`config.mk`:
```
export PLATFORM = sky130hd
export DESIGN_NAME = id_ex_stage_reg
export DESIGN_NICKNAME = d
export VERILOG_FILES = /design/src/rtl/pipeline_pkg.sv /design/src/rtl/load_use_detect.sv /design/src/rtl/id_ex_stage_reg.sv
export SDC_FILE = /design/constraint.sdc
export NUM_CORES = 1
export LEC_CHECK = 0
export CAP_MARGIN = 40
export CORE_ASPECT_RATIO = 1.25
export CORE_MARGIN = 5
export CORE_UTILIZATION = 42
export DETAILED_ROUTE_END_ITERATION = 6
export GPL_TIMING_DRIVEN = 0
export PLACE_DENSITY_LB_ADDON = 0.15
export SYNTH_ARGS = -nofsm -noshare
export SYNTH_HDL_FRONTEND = slang
export SYNTH_SLANG_ARGS = --single-unit
```
`constraint.sdc`:
```
create_clock -name clk -period 10.6 [get_ports clk]
set_input_delay 1.06 -clock clk [delete_from_list [all_inputs] [get_ports clk]]
set_output_delay 1.06 -clock clk [all_outputs]
set_load 0.01 [all_outputs]
```
`src/rtl/pipeline_pkg.sv`:
```
// Shared pipeline definitions: ALU class codes, opcodes, the packed control
// bundle carried by the ID/EX, EX/MEM and MEM/WB registers, and the per-edge
// action select used by the ID/EX register.
package pipeline_pkg;

  // ALU class produced by the control unit
  localparam logic [1:0] ALU_ADD   = 2'b00;
  localparam logic [1:0] ALU_SUB   = 2'b01;
  localparam logic [1:0] ALU_RTYPE = 2'b10;

  // Primary opcodes
  localparam logic [5:0] OP_RTYPE = 6'h00;
  localparam logic [5:0] OP_BEQ   = 6'h04;
  localparam logic [5:0] OP_ADDI  = 6'h08;
  localparam logic [5:0] OP_LW    = 6'h23;
  localparam logic [5:0] OP_SW    = 6'h2B;

  typedef struct packed {
    logic       reg_dst;
    logic       branch;
    logic       mem_read;
    logic       mem_to_reg;
    logic [1:0] alu_op;
    logic       mem_write;
    logic       alu_src;
    logic       reg_write;
  } ctrl_t;

  // What the stage register does on the next clock edge
  typedef enum logic [1:0] {
    ActLoad,
    ActBubble,
    ActHold
  } stage_act_e;

endpackage

```
`src/rtl/load_use_detect.sv`:
```
// Load-use hazard detector (purely combinational).
// Flags a hazard when the instruction in EX is a valid load whose non-zero
// destination (rt) is read by the valid instruction in decode.
// Ports:
//   i_ex_valid, i_ex_mem_read, i_ex_rt      : state of the EX slot
//   i_id_valid, i_id_rs, i_id_rt            : decode slot specifiers
//   i_id_reg_dst, i_id_mem_write, i_id_branch : decode controls that imply rt is read
//   o_hazard                                : load-use hazard this cycle
module load_use_detect #(
  parameter int unsigned REG_AW = 5
) (
  input  logic              i_ex_valid,
  input  logic              i_ex_mem_read,
  input  logic [REG_AW-1:0] i_ex_rt,
  input  logic              i_id_valid,
  input  logic              i_id_reg_dst,
  input  logic              i_id_mem_write,
  input  logic              i_id_branch,
  input  logic [REG_AW-1:0] i_id_rs,
  input  logic [REG_AW-1:0] i_id_rt,
  output logic              o_hazard
);

  logic w_uses_rt;
  logic w_match;

  // rt is a source for R-type, store data and branch compare
  assign w_uses_rt = i_id_reg_dst | i_id_mem_write | i_id_branch;
  assign w_match   = (i_ex_rt == i_id_rs) | ((i_ex_rt == i_id_rt) & w_uses_rt);
  assign o_hazard  = i_ex_valid & i_ex_mem_read & i_id_valid & (|i_ex_rt) & w_match;

endmodule

```
`src/rtl/id_ex_stage_reg.sv`:
```
// ID/EX pipeline register with load-use bubble insertion, flush, EX hold and
// a saturating bubble counter.
// Ports:
//   clk, reset                  : rising-edge clock, async active-high reset
//   id_*                        : decoded instruction from the control unit
//   flush                       : squash the instruction entering EX
//   ex_hold                     : EX busy, freeze this register
//   ex_*                        : registered copy presented to EX
//   stall_if_id                 : IF/ID and PC must hold this cycle
//   bubble_count                : saturating count of flush/hazard bubbles
module id_ex_stage_reg
  import pipeline_pkg::*;
#(
  parameter int unsigned DATA_W = 32,
  parameter int unsigned REG_AW = 5,
  parameter int unsigned CNT_W  = 16
) (
  input  logic              clk,
  input  logic              reset,
  input  logic              id_valid,
  input  logic              id_reg_dst,
  input  logic              id_branch,
  input  logic              id_mem_read,
  input  logic              id_mem_to_reg,
  input  logic [1:0]        id_alu_op,
  input  logic              id_mem_write,
  input  logic              id_alu_src,
  input  logic              id_reg_write,
  input  logic [DATA_W-1:0] id_pc_plus4,
  input  logic [DATA_W-1:0] id_rdata1,
  input  logic [DATA_W-1:0] id_rdata2,
  input  logic [DATA_W-1:0] id_imm,
  input  logic [REG_AW-1:0] id_rs,
  input  logic [REG_AW-1:0] id_rt,
  input  logic [REG_AW-1:0] id_rd,
  input  logic [5:0]        id_funct,
  input  logic              flush,
  input  logic              ex_hold,
  output logic              ex_valid,
  output logic              ex_reg_dst,
  output logic              ex_branch,
  output logic              ex_mem_read,
  output logic              ex_mem_to_reg,
  output logic [1:0]        ex_alu_op,
  output logic              ex_mem_write,
  output logic              ex_alu_src,
  output logic              ex_reg_write,
  output logic [DATA_W-1:0] ex_pc_plus4,
  output logic [DATA_W-1:0] ex_rdata1,
  output logic [DATA_W-1:0] ex_rdata2,
  output logic [DATA_W-1:0] ex_imm,
  output logic [REG_AW-1:0] ex_rs,
  output logic [REG_AW-1:0] ex_rt,
  output logic [REG_AW-1:0] ex_rd,
  output logic [5:0]        ex_funct,
  output logic              stall_if_id,
  output logic [CNT_W-1:0]  bubble_count
);

  localparam logic [CNT_W-1:0] CntOne = 1;
  localparam logic [CNT_W-1:0] CntMax = '1;

  ctrl_t             w_id_ctrl;
  ctrl_t             r_ctrl;
  logic              r_valid;
  logic [DATA_W-1:0] r_pc_plus4, r_rdata1, r_rdata2, r_imm;
  logic [REG_AW-1:0] r_rs, r_rt, r_rd;
  logic [5:0]        r_funct;
  logic [CNT_W-1:0]  r_count;
  logic              w_hazard;
  logic              w_count_bubble;
  stage_act_e        w_act;

  always_comb begin
    w_id_ctrl            = '0;
    w_id_ctrl.reg_dst    = id_reg_dst;
    w_id_ctrl.branch     = id_branch;
    w_id_ctrl.mem_read   = id_mem_read;
    w_id_ctrl.mem_to_reg = id_mem_to_reg;
    w_id_ctrl.alu_op     = id_alu_op;
    w_id_ctrl.mem_write  = id_mem_write;
    w_id_ctrl.alu_src    = id_alu_src;
    w_id_ctrl.reg_write  = id_reg_write;
  end

  load_use_detect #(
    .REG_AW(REG_AW)
  ) u_load_use_detect (
    .i_ex_valid    (r_valid),
    .i_ex_mem_read (r_ctrl.mem_read),
    .i_ex_rt       (r_rt),
    .i_id_valid    (id_valid),
    .i_id_reg_dst  (id_reg_dst),
    .i_id_mem_write(id_mem_write),
    .i_id_branch   (id_branch),
    .i_id_rs       (id_rs),
    .i_id_rt       (id_rt),
    .o_hazard      (w_hazard)
  );

  // Priority: flush > hold > hazard > empty decode slot > load
  always_comb begin
    w_act          = ActLoad;
    w_count_bubble = 1'b0;
    if (flush) begin
      w_act          = ActBubble;
      w_count_bubble = 1'b1;
    end else if (ex_hold) begin
      w_act = ActHold;
    end else if (w_hazard) begin
      w_act          = ActBubble;
      w_count_bubble = 1'b1;
    end else if (!id_valid) begin
      w_act = ActBubble;
    end
  end

  // Held low during reset so IF/ID is free to restart on release
  assign stall_if_id = ~reset & ~flush & (ex_hold | w_hazard);

  always_ff @(posedge clk or posedge reset) begin
    if (reset) begin
      r_valid    <= 1'b0;
      r_ctrl     <= '0;
      r_pc_plus4 <= '0;
      r_rdata1   <= '0;
      r_rdata2   <= '0;
      r_imm      <= '0;
      r_rs       <= '0;
      r_rt       <= '0;
      r_rd       <= '0;
      r_funct    <= '0;
    end else begin
      case (w_act)
        ActLoad: begin
          r_valid    <= 1'b1;
          r_ctrl     <= w_id_ctrl;
          r_pc_plus4 <= id_pc_plus4;
          r_rdata1   <= id_rdata1;
          r_rdata2   <= id_rdata2;
          r_imm      <= id_imm;
          r_rs       <= id_rs;
          r_rt       <= id_rt;
          r_rd       <= id_rd;
          r_funct    <= id_funct;
        end
        ActBubble: begin
          // Whole slot zeroed so bubble contents are deterministic
          r_valid    <= 1'b0;
          r_ctrl     <= '0;
          r_pc_plus4 <= '0;
          r_rdata1   <= '0;
          r_rdata2   <= '0;
          r_imm      <= '0;
          r_rs       <= '0;
          r_rt       <= '0;
          r_rd       <= '0;
          r_funct    <= '0;
        end
        default: ;  // ActHold: retain
      endcase
    end
  end

  always_ff @(posedge clk or posedge reset) begin
    if (reset) begin
      r_count <= '0;
    end else if (w_count_bubble && (r_count != CntMax)) begin
      r_count <= r_count + CntOne;
    end
  end

  assign ex_valid      = r_valid;
  assign ex_reg_dst    = r_ctrl.reg_dst;
  assign ex_branch     = r_ctrl.branch;
  assign ex_mem_read   = r_ctrl.mem_read;
  assign ex_mem_to_reg = r_ctrl.mem_to_reg;
  assign ex_alu_op     = r_ctrl.alu_op;
  assign ex_mem_write  = r_ctrl.mem_write;
  assign ex_alu_src    = r_ctrl.alu_src;
  assign ex_reg_write  = r_ctrl.reg_write;
  assign ex_pc_plus4   = r_pc_plus4;
  assign ex_rdata1     = r_rdata1;
  assign ex_rdata2     = r_rdata2;
  assign ex_imm        = r_imm;
  assign ex_rs         = r_rs;
  assign ex_rt         = r_rt;
  assign ex_rd         = r_rd;
  assign ex_funct      = r_funct;
  assign bubble_count  = r_count;

endmodule
```
# --- Word level (Yosys, flattened, before mapping) ---
# Index checks and enable logic that the tools add are counted.
word_totals:
  ff_bits: 175
  in_bits: 163
  output_inout_bits: 176
  wordCells: 57
classes:
  add_sub_neg: 1
  eq_ne: 4
  n_mux: 17
  bitwise: 13
  reduce_logical: 4
ops:
  columns: ["operator", "n"]
  rows:
  - ["$pmux W32 S2", 4]
  - ["$pmux W5 S2", 3]
  - ["$pmux W9 S2", 1]
  - ["$add A16 B1 Y16 const B", 1]
  - ["$ne A16 B16 Y1 const B", 1]
  - ["$pmux W6 S2", 1]
  - ["$eq A5 B5 Y1", 2]
  - ["$and A1 B1 Y1", 7]
  - ["$mux W1", 5]
  - ["$reduce_or A5 Y1", 1]
  - ["$mux W2", 2]
  - ["$or A1 B1 Y1", 4]
  - ["$eq A2 B1 Y1 const B", 1]
  - ["$logic_not A2 Y1", 1]
  - ["$not A1 Y1", 2]
  - ["$pmux W1 S2", 1]
  - ["$reduce_bool A2 Y1", 1]
  - ["$logic_and A1 B1 Y1", 1]

# --- Longest topological paths before layout ---
# Gate-level depths: netlist of run 1.
logic_depth:
  word_depth: 10
  mapped_depth: 9
  depth_no_buf: 7

# --- Hierarchy ---
# Synthesis of run 1 repeated with hierarchy kept, for this count alone.
unflattened:
  cells_unflattened: 450
  area_unflattened_um2: 6556.3
by_module_without_submodules:
  columns: ["module", "n_inst", "cells_each", "area_each_um2", "seq_area_each_um2"]
  rows:
  - ["id_ex_stage_reg", 1, 433, 6422.4, 4379.2]
  - ["load_use_detect", 1, 17, 133.9, 0.0]

# --- Worst setup path before layout of run 1 ---
# No wires, ideal clock.
synth_timing:
  kind: "input -> output"
  start: "input id_rt[3]"
  end: "output stall_if_id"
  t_arrival_ps: 2118
  required_ps: 9540
  setup_slack_ps: 7422
  stages: 6
  path_buffers: 0
  cell_sequence: "xor2_1 > nor4_1 > a22oi_1 > nor2_1 > nor2_1 > nor3_1"
synth_via:
  elab_chain_cells: 6
synth_rtl:
  columns: ["element", "line", "source"]
  rows:
  - ["from (decl)", "id_ex_stage_reg.sv:34", "input logic [REG_AW-1:0] id_rt,"]
  - ["$eq A5 B5 Y1", "load_use_detect.sv:29", "assign w_match = (i_ex_rt == i_id_rs) | ((i_ex_rt == i_id_rt) & w_uses_rt);"]
  - ["$and A1 B1 Y1", "load_use_detect.sv:29", null]
  - ["$or A1 B1 Y1", "load_use_detect.sv:29", null]
  - ["$and A1 B1 Y1", "load_use_detect.sv:30", "assign o_hazard = i_ex_valid & i_ex_mem_read & i_id_valid & (|i_ex_rt) & w_match;"]
  - ["$or A1 B1 Y1", "id_ex_stage_reg.sv:119", "assign stall_if_id = ~reset & ~flush & (ex_hold | w_hazard);"]
  - ["$and A1 B1 Y1", "id_ex_stage_reg.sv:119", null]
  - ["to (decl)", "id_ex_stage_reg.sv:56", "output logic stall_if_id,"]
# Every way passes these cells.

# --- Worst setup path after layout of run 1 ---
layout_timing:
  start: "input id_mem_write"
  end: "output stall_if_id"
layout_via:
  elab_chain_cells: 7
layout_rtl:
  columns: ["element", "line", "source"]
  rows:
  - ["from (decl)", "id_ex_stage_reg.sv:26", "input logic id_mem_write,"]
  - ["$or A1 B1 Y1 (2 in a row)", "load_use_detect.sv:28", "assign w_uses_rt = i_id_reg_dst | i_id_mem_write | i_id_branch;"]
  - ["$and A1 B1 Y1", "load_use_detect.sv:29", null]
  - ["$or A1 B1 Y1", "load_use_detect.sv:29", null]
  - ["$and A1 B1 Y1", "load_use_detect.sv:30", null]
  - ["$or A1 B1 Y1", "id_ex_stage_reg.sv:119", null]
  - ["$and A1 B1 Y1", "id_ex_stage_reg.sv:119", null]
# Every way passes these cells.

==> results_dict.tcl, run 1 <==
set metrics [dict create \
    status "finished, final reports clean" \
    leakagePower_nw 4.777 \
    ant_nets 0 \
    timing.rr.start "bubble_count[0]$_DFFE_PP0P_" \
    syn_area_um2 6444 \
    stdcell_count 994 \
    met2_usage_pct 42.99 \
    start_kind "primary input" \
    htree_levels 4 \
    synth-simple-area-share_pct 3.709 \
    wl_um 22140 \
    grt_busiest_layer "met2" \
    r2r.worst_path.cells 9 \
    critPathCaptureType "output pin" \
    synth-xor-area-share_pct 3.398 \
    finClkSkew_ps 9.593 \
    ys_top_cells_by_area "dfrtp_1 (68%), a22o_1 (21%), xnor2_1 (1.9%), xor2_1 (1.5%), clkbuf_1 (1.3%)" \
    syn_avg_cell_area_um2 14.58 \
    finalWeightedCongestion 0.8141 \
    hp-start "ex_rdata2[13]$_DFFE_PP0P_" \
    r2r_setup_slack_ps 7900 \
    max_stage_delay_ps 570 \
    viasPerCell 5.365 \
    insertion_delay_ps 420 \
    timing.final.crit_share_pct 40.79 \
    syn-num-nets 606 \
    p_per_area_nw_per_um2 151.2 \
    crit_path_start "id_mem_write" \
    vias 5333 \
    netlist_instances 442 \
    relSlewSlack_pct 53.95 \
    hpwl_um 16770 \
    placed_cells 963 \
    yosys.area.top_type_share_pct 67.96 \
    die-area_um2 17930 \
    nets 964 \
    clkSlewWorstSetupHoldPaths_ps 60 \
    grtUsageMet1_pct 26.71 \
    crit_slowest_cell "clkdlybuf4s50_1" \
    grt_pass1_vias 5799 \
    rsz0062_at_grt "false" \
    initial_utilization_pct 42.92 \
    min_to "ex_rdata2[13]$_DFFE_PP0P_" \
    synth_top_family_by_area "compound AO/OA/AOI/OAI gates" \
    peakVddDrop_uv 107.6 \
    worstPathMaxFanout 2 \
    met3_usage_pct 9.928 \
    clock_sinks 175 \
    fmax_mhz 231.3 \
    grt_pass1_wl_um 33330 \
    crit_arrival_ps 3260 \
    tightest_slew_ps 690.7 \
    grtUsageTotal_pct 24.39 \
    synth_fa_ha_area_share_pct 0.1942 \
    synth_top_area_cell "dfrtp_1" \
    drc 0 \
    crit_type "in2out" \
    n_antenna_cell 0 \
    r2r-end "bubble_count[15]$_DFFE_PP0P_" \
    min_period_ps 4323 \
    ys_warn_count 0 \
    io_buffers 338 \
    tritoncts "built" \
    finalHoldViolCount 0 \
    hold_path_class "reg2reg" \
    path_cells "clkdlybuf4s50_1 > nor3_1 > nor4_1 > a22oi_1 > nor2_1 > nor2_1 > nor3_1 > clkdlybuf4s50_1" \
    std_cell_rows 50 \
    synth-seq-area-share_pct 67.96 \
    grt_max_degree 130 \
    drv_slew 0 \
    synth_cell_type_count 27 \
    crit_required_ps 9540 \
    synth_mux_area_share_pct 0.1748 \
    antenna_found_initial 0 \
    cts_hold_buf 0 \
    drt_first_pass_iters 4 \
    drt-wirelength-per-cell_um 22.27 \
    numCtsBuffers 17 \
    overflow 0 \
    drive_above_1_share_pct 5.665 \
    die_height_um 148.5 \
    core_area_um2 15010 \
    pin_count 339 \
    clockBufferDepth 2 \
    ys_ff_latch 175 \
    setup_viol 0 \
    holdPathStages 1 \
    cts_resized 0 \
    root_buffer "clkbuf_16" \
    area_growth_pct 65.69 \
    post_cts_buffers 0 \
    fin_tns_setup_ps 0 \
    die_w_um 120.8 \
    cap_violations 0 \
    synth_compound_area_share_pct 21.98 \
    drtIter0Drc 316 \
]
==> cell families after synthesis <==
group	Yosys count
flops	175
compound gates	162
buf+inv	39
simple gates	39
xor+xnor	25
mux	1
fa+ha+maj	1
==> worst max path at each step <==
stage                                        to  slack (ps)
floorplan           bubble_count[0]$_DFFE_PP0P_        4790
finish                              stall_if_id        6280
global route                        stall_if_id        6130
detailed placement                  stall_if_id        6280
global placement     ex_pc_plus4[1]$_DFFE_PP0P_        2770
CTS                                 stall_if_id        6260
==> report_power, final <==
part | internal, mW | total, mW | leakage (nW) | switching (mW)
combinational | 0.148 | 0.246 | 2.12 | 0.0986
sequential | 0.704 | 0.737 | 2.38 | 0.0332
clock | 0.377 | 0.631 | 0.281 | 0.254
total | 1.23 | 1.61 | 4.78 | 0.386
==> area by class of cell <==
type | count | area, um2
clock buffers | 22 | 454.2
multi-input cells | 228 | 1898
fillers | 1061 | 4338
well taps | 182 | 227.7
repair buffers | 339 | 3411
inverters | 2 | 15.01
plain buffers | 37 | 158.9
flip-flops and latches | 175 | 4379
clock inverters | 9 | 132.6
==> cells in the mapped netlist <==
library cell    n
nor4b_4         1
ha_1            1
buf_4           1
a21o_1          1
clkbuf_1       23
o21ai_1         1
or4_1           1
nand4_1         8
inv_1           2
and4_1          2
mux2_2          1
xor2_1         11
nand2_1         3
nor2_1          6
xnor2_1        14
and4bb_1        1
and3_1          4
a22o_1        158
nor4_1          1
nor2b_1         1
o22ai_2         1
nor3_1          3
a22oi_1         1
or3_1           1
buf_2          13
dfrtp_1       175
nand3_1         7
==> critical path: cells and delay by family <==
kind	cells	cell delay, ps
simple gates	5	950
compound gates	1	190
buf+inv	2	1080
==> layout by cell type (no fill, tap or decap), types with 3 or more instances in the layout <==
cell / n
xnor2_1: 14
clkbuf_1: 27
xor2_1: 11
bufinv_16: 3
clkbuf_16: 17
a22o_1: 158
dfrtp_1: 175
nand2_1: 3
nand3_1: 7
buf_2: 13
clkdlybuf4s50_1: 338
nor2_1: 6
and3_1: 4
nand4_1: 8
nor3_1: 3
==> metal layers <==
layer	share of wire (%)	wire length, um
met4	2.4	527
met1	37	8108
met5	0	0
met2	51	11390
met3	9.5	2106
==> metrics by stage <==
step                      power [mW]  hold slack [ps]  util [%]  instance area, um2  setup WS (ps)
final                          1.614            501.0     71.11               10680           6277
after global placement        0.9881            479.5     66.97               10050           2766
after detailed placement      0.9965            489.8     67.20               10090           6282
after floorplan               0.8299            519.1         -                6444           4795
after global routing           1.679            513.7     71.11               10680           6133
after CTS                      1.628            508.4     71.11               10680           6256
No activity file was read; power rests on OpenSTA's default activity.
==> run 2: changes to the inputs <==
Settings changed: CORE_UTILIZATION 42 to 39.
Clock period 10.6 ns to 4.4 ns, I/O delays scaled along.
==> run 2 against run 1 <==
Effect of this change:
- critical path depth unchanged
- clock power increased by 140%
- wire length increased by 0.93%
- critical endpoint unchanged
- sequential power increased by 140%
- highest routed layer unchanged
==> results_dict.tcl, run 2 (synthesis gave the netlist of run 1 again) <==
set metrics [dict create \
    crit_required_ps 3960 \
    drt-wirelength-per-cell_um 21.65 \
    numCtsBuffers 17 \
    area_growth_pct 67.46 \
    relSlewSlack_pct 52.86 \
    peakVddDrop_uv 257.0 \
    die_w_um 125.0 \
    std_cell_rows 52 \
    grtUsageTotal_pct 22.89 \
    crit_slowest_cell "clkdlybuf4s50_1" \
    hold_path_class "in2async" \
    worst_slack_ps 1386 \
    layout_commonest_cell "clkdlybuf4s50_1" \
    cts_hold_buf 0 \
    fin_tns_setup_ps 0 \
    crit_arrival_ps 2570 \
    drc 0 \
    tritoncts "built" \
    design_area_um2 10790 \
    die_height_um 153.7 \
    drv_slew 0 \
    clockBufferDepth 2 \
    clkSlewWorstSetupHoldPaths_ps 70 \
    n_antenna_cell 0 \
    cap_violations 0 \
    crit_family "buffers and inverters" \
    ant_nets 0 \
    insertion_delay_ps 420 \
    post_cts_buffers 0 \
    core_area_um2 16200 \
    clock_sinks 175 \
    critPathCaptureType "output pin" \
    placed_area_um2 10180 \
    timing.final.crit_share_pct 68.51 \
    min_period_ps 3014 \
    path_cells "clkdlybuf4s50_1 > xor2_1 > nor4_1 > a22oi_1 > nor2_1 > nor2_1 > nor3_1 > clkdlybuf4s50_1" \
    nets 967 \
    start_kind "primary input" \
    cts_resized 0 \
    grt_pass1_wl_um 34490 \
    grt_max_degree 41 \
    pin_count 339 \
    fmax_mhz 331.7 \
    finalHoldViolCount 0 \
    root_buffer "clkbuf_16" \
    antenna_found_initial 0 \
    drtIter0Drc 325 \
    htree_levels 4 \
    crit_type "in2out" \
    die-area_um2 19210 \
    status "finished, final reports clean" \
    leakagePower_nw 4.811 \
    viasPerCell 5.290 \
    drt_first_pass_iters 4 \
    place_ws_ps 1336 \
    postLayoutCoreUtil_pct 66.60 \
    io_buffers 338 \
    worstPathMaxFanout 2 \
    max_stage_delay_ps 580 \
    layout_common_cells "clkdlybuf4s50_1 (338), dfrtp_1 (175), a22o_1 (158)" \
    tightest_slew_ps 707.1 \
    finClkSkew_ps 8.704 \
    p_per_area_nw_per_um2 363.1 \
    finalWeightedCongestion 0.8729 \
    rsz0062_at_grt "false" \
    overflow 0 \
    vias 5459 \
    hpwl_um 17200 \
    drive_above_1_share_pct 6.618 \
    wl_um 22340 \
    grt_pass1_vias 6004 \
    setup_viol 0 \
    initial_utilization_pct 39.77 \
    cp.buffers_inverters 2 \
]
[run 2: worst paths after layout]
check / to / startpoint / slack (ps) / depth (start not counted)
setup / recovery: stall_if_id / id_rt[3] / 1390 / 8
hold / removal: bubble_count[6]$_DFFE_PP0P_ / reset / 470 / 2
setup reg to reg: bubble_count[3]$_DFFE_PP0P_ / bubble_count[0]$_DFFE_PP0P_ / 1690 / 9
hold reg to reg: ex_rdata1[20]$_DFFE_PP0P_ / ex_rdata1[20]$_DFFE_PP0P_ / 500 / 1
max in group asynchronous: ex_imm[14]$_DFFE_PP0P_ / reset / 3060 / 4
min in group clk: ex_rdata1[20]$_DFFE_PP0P_ / ex_rdata1[20]$_DFFE_PP0P_ / 500 / 1
[run 2: power by group]
group | switching [mW] | total (mW) | internal, mW | leakage [nW]
Combinational | 0.241 | 0.601 | 0.360 | 2.13
Sequential | 0.0804 | 1.78 | 1.70 | 2.38
Clock | 0.639 | 1.54 | 0.903 | 0.296
Total | 0.960 | 3.92 | 2.96 | 4.81
[run 2: layout make-up]
type | count | area [um2]
buffer | 37 | 158.9
clock buffer | 21 | 480.5
clock inverter | 11 | 128.9
fill | 1216 | 5410
inverter | 2 | 11.26
multi-input combinational | 228 | 1898
sequential | 175 | 4379
tap | 216 | 270.3
timing repair buffer | 342 | 3463
[run 2: metrics by stage]
| stage | hold slack [ps] | power (mW) | instances |
|---|---|---|---|
| finish | 465.8 | 3.918 | 1032 |
| global route | 516.0 | 4.068 | 1032 |
| CTS | 460.9 | 3.953 | 1032 |
| detailed placement | 490.0 | 2.409 | 1000 |
| global placement | 481.8 | 2.379 | 996 |
| floorplan | 519.1 | 2.000 | 442 |
[run 2: metal layers]
layer	track usage, %	wire length (um)
met1	26.30	8566
met2	39.45	11310
met3	7.599	1737
met4	9.194	722
met5	0	0
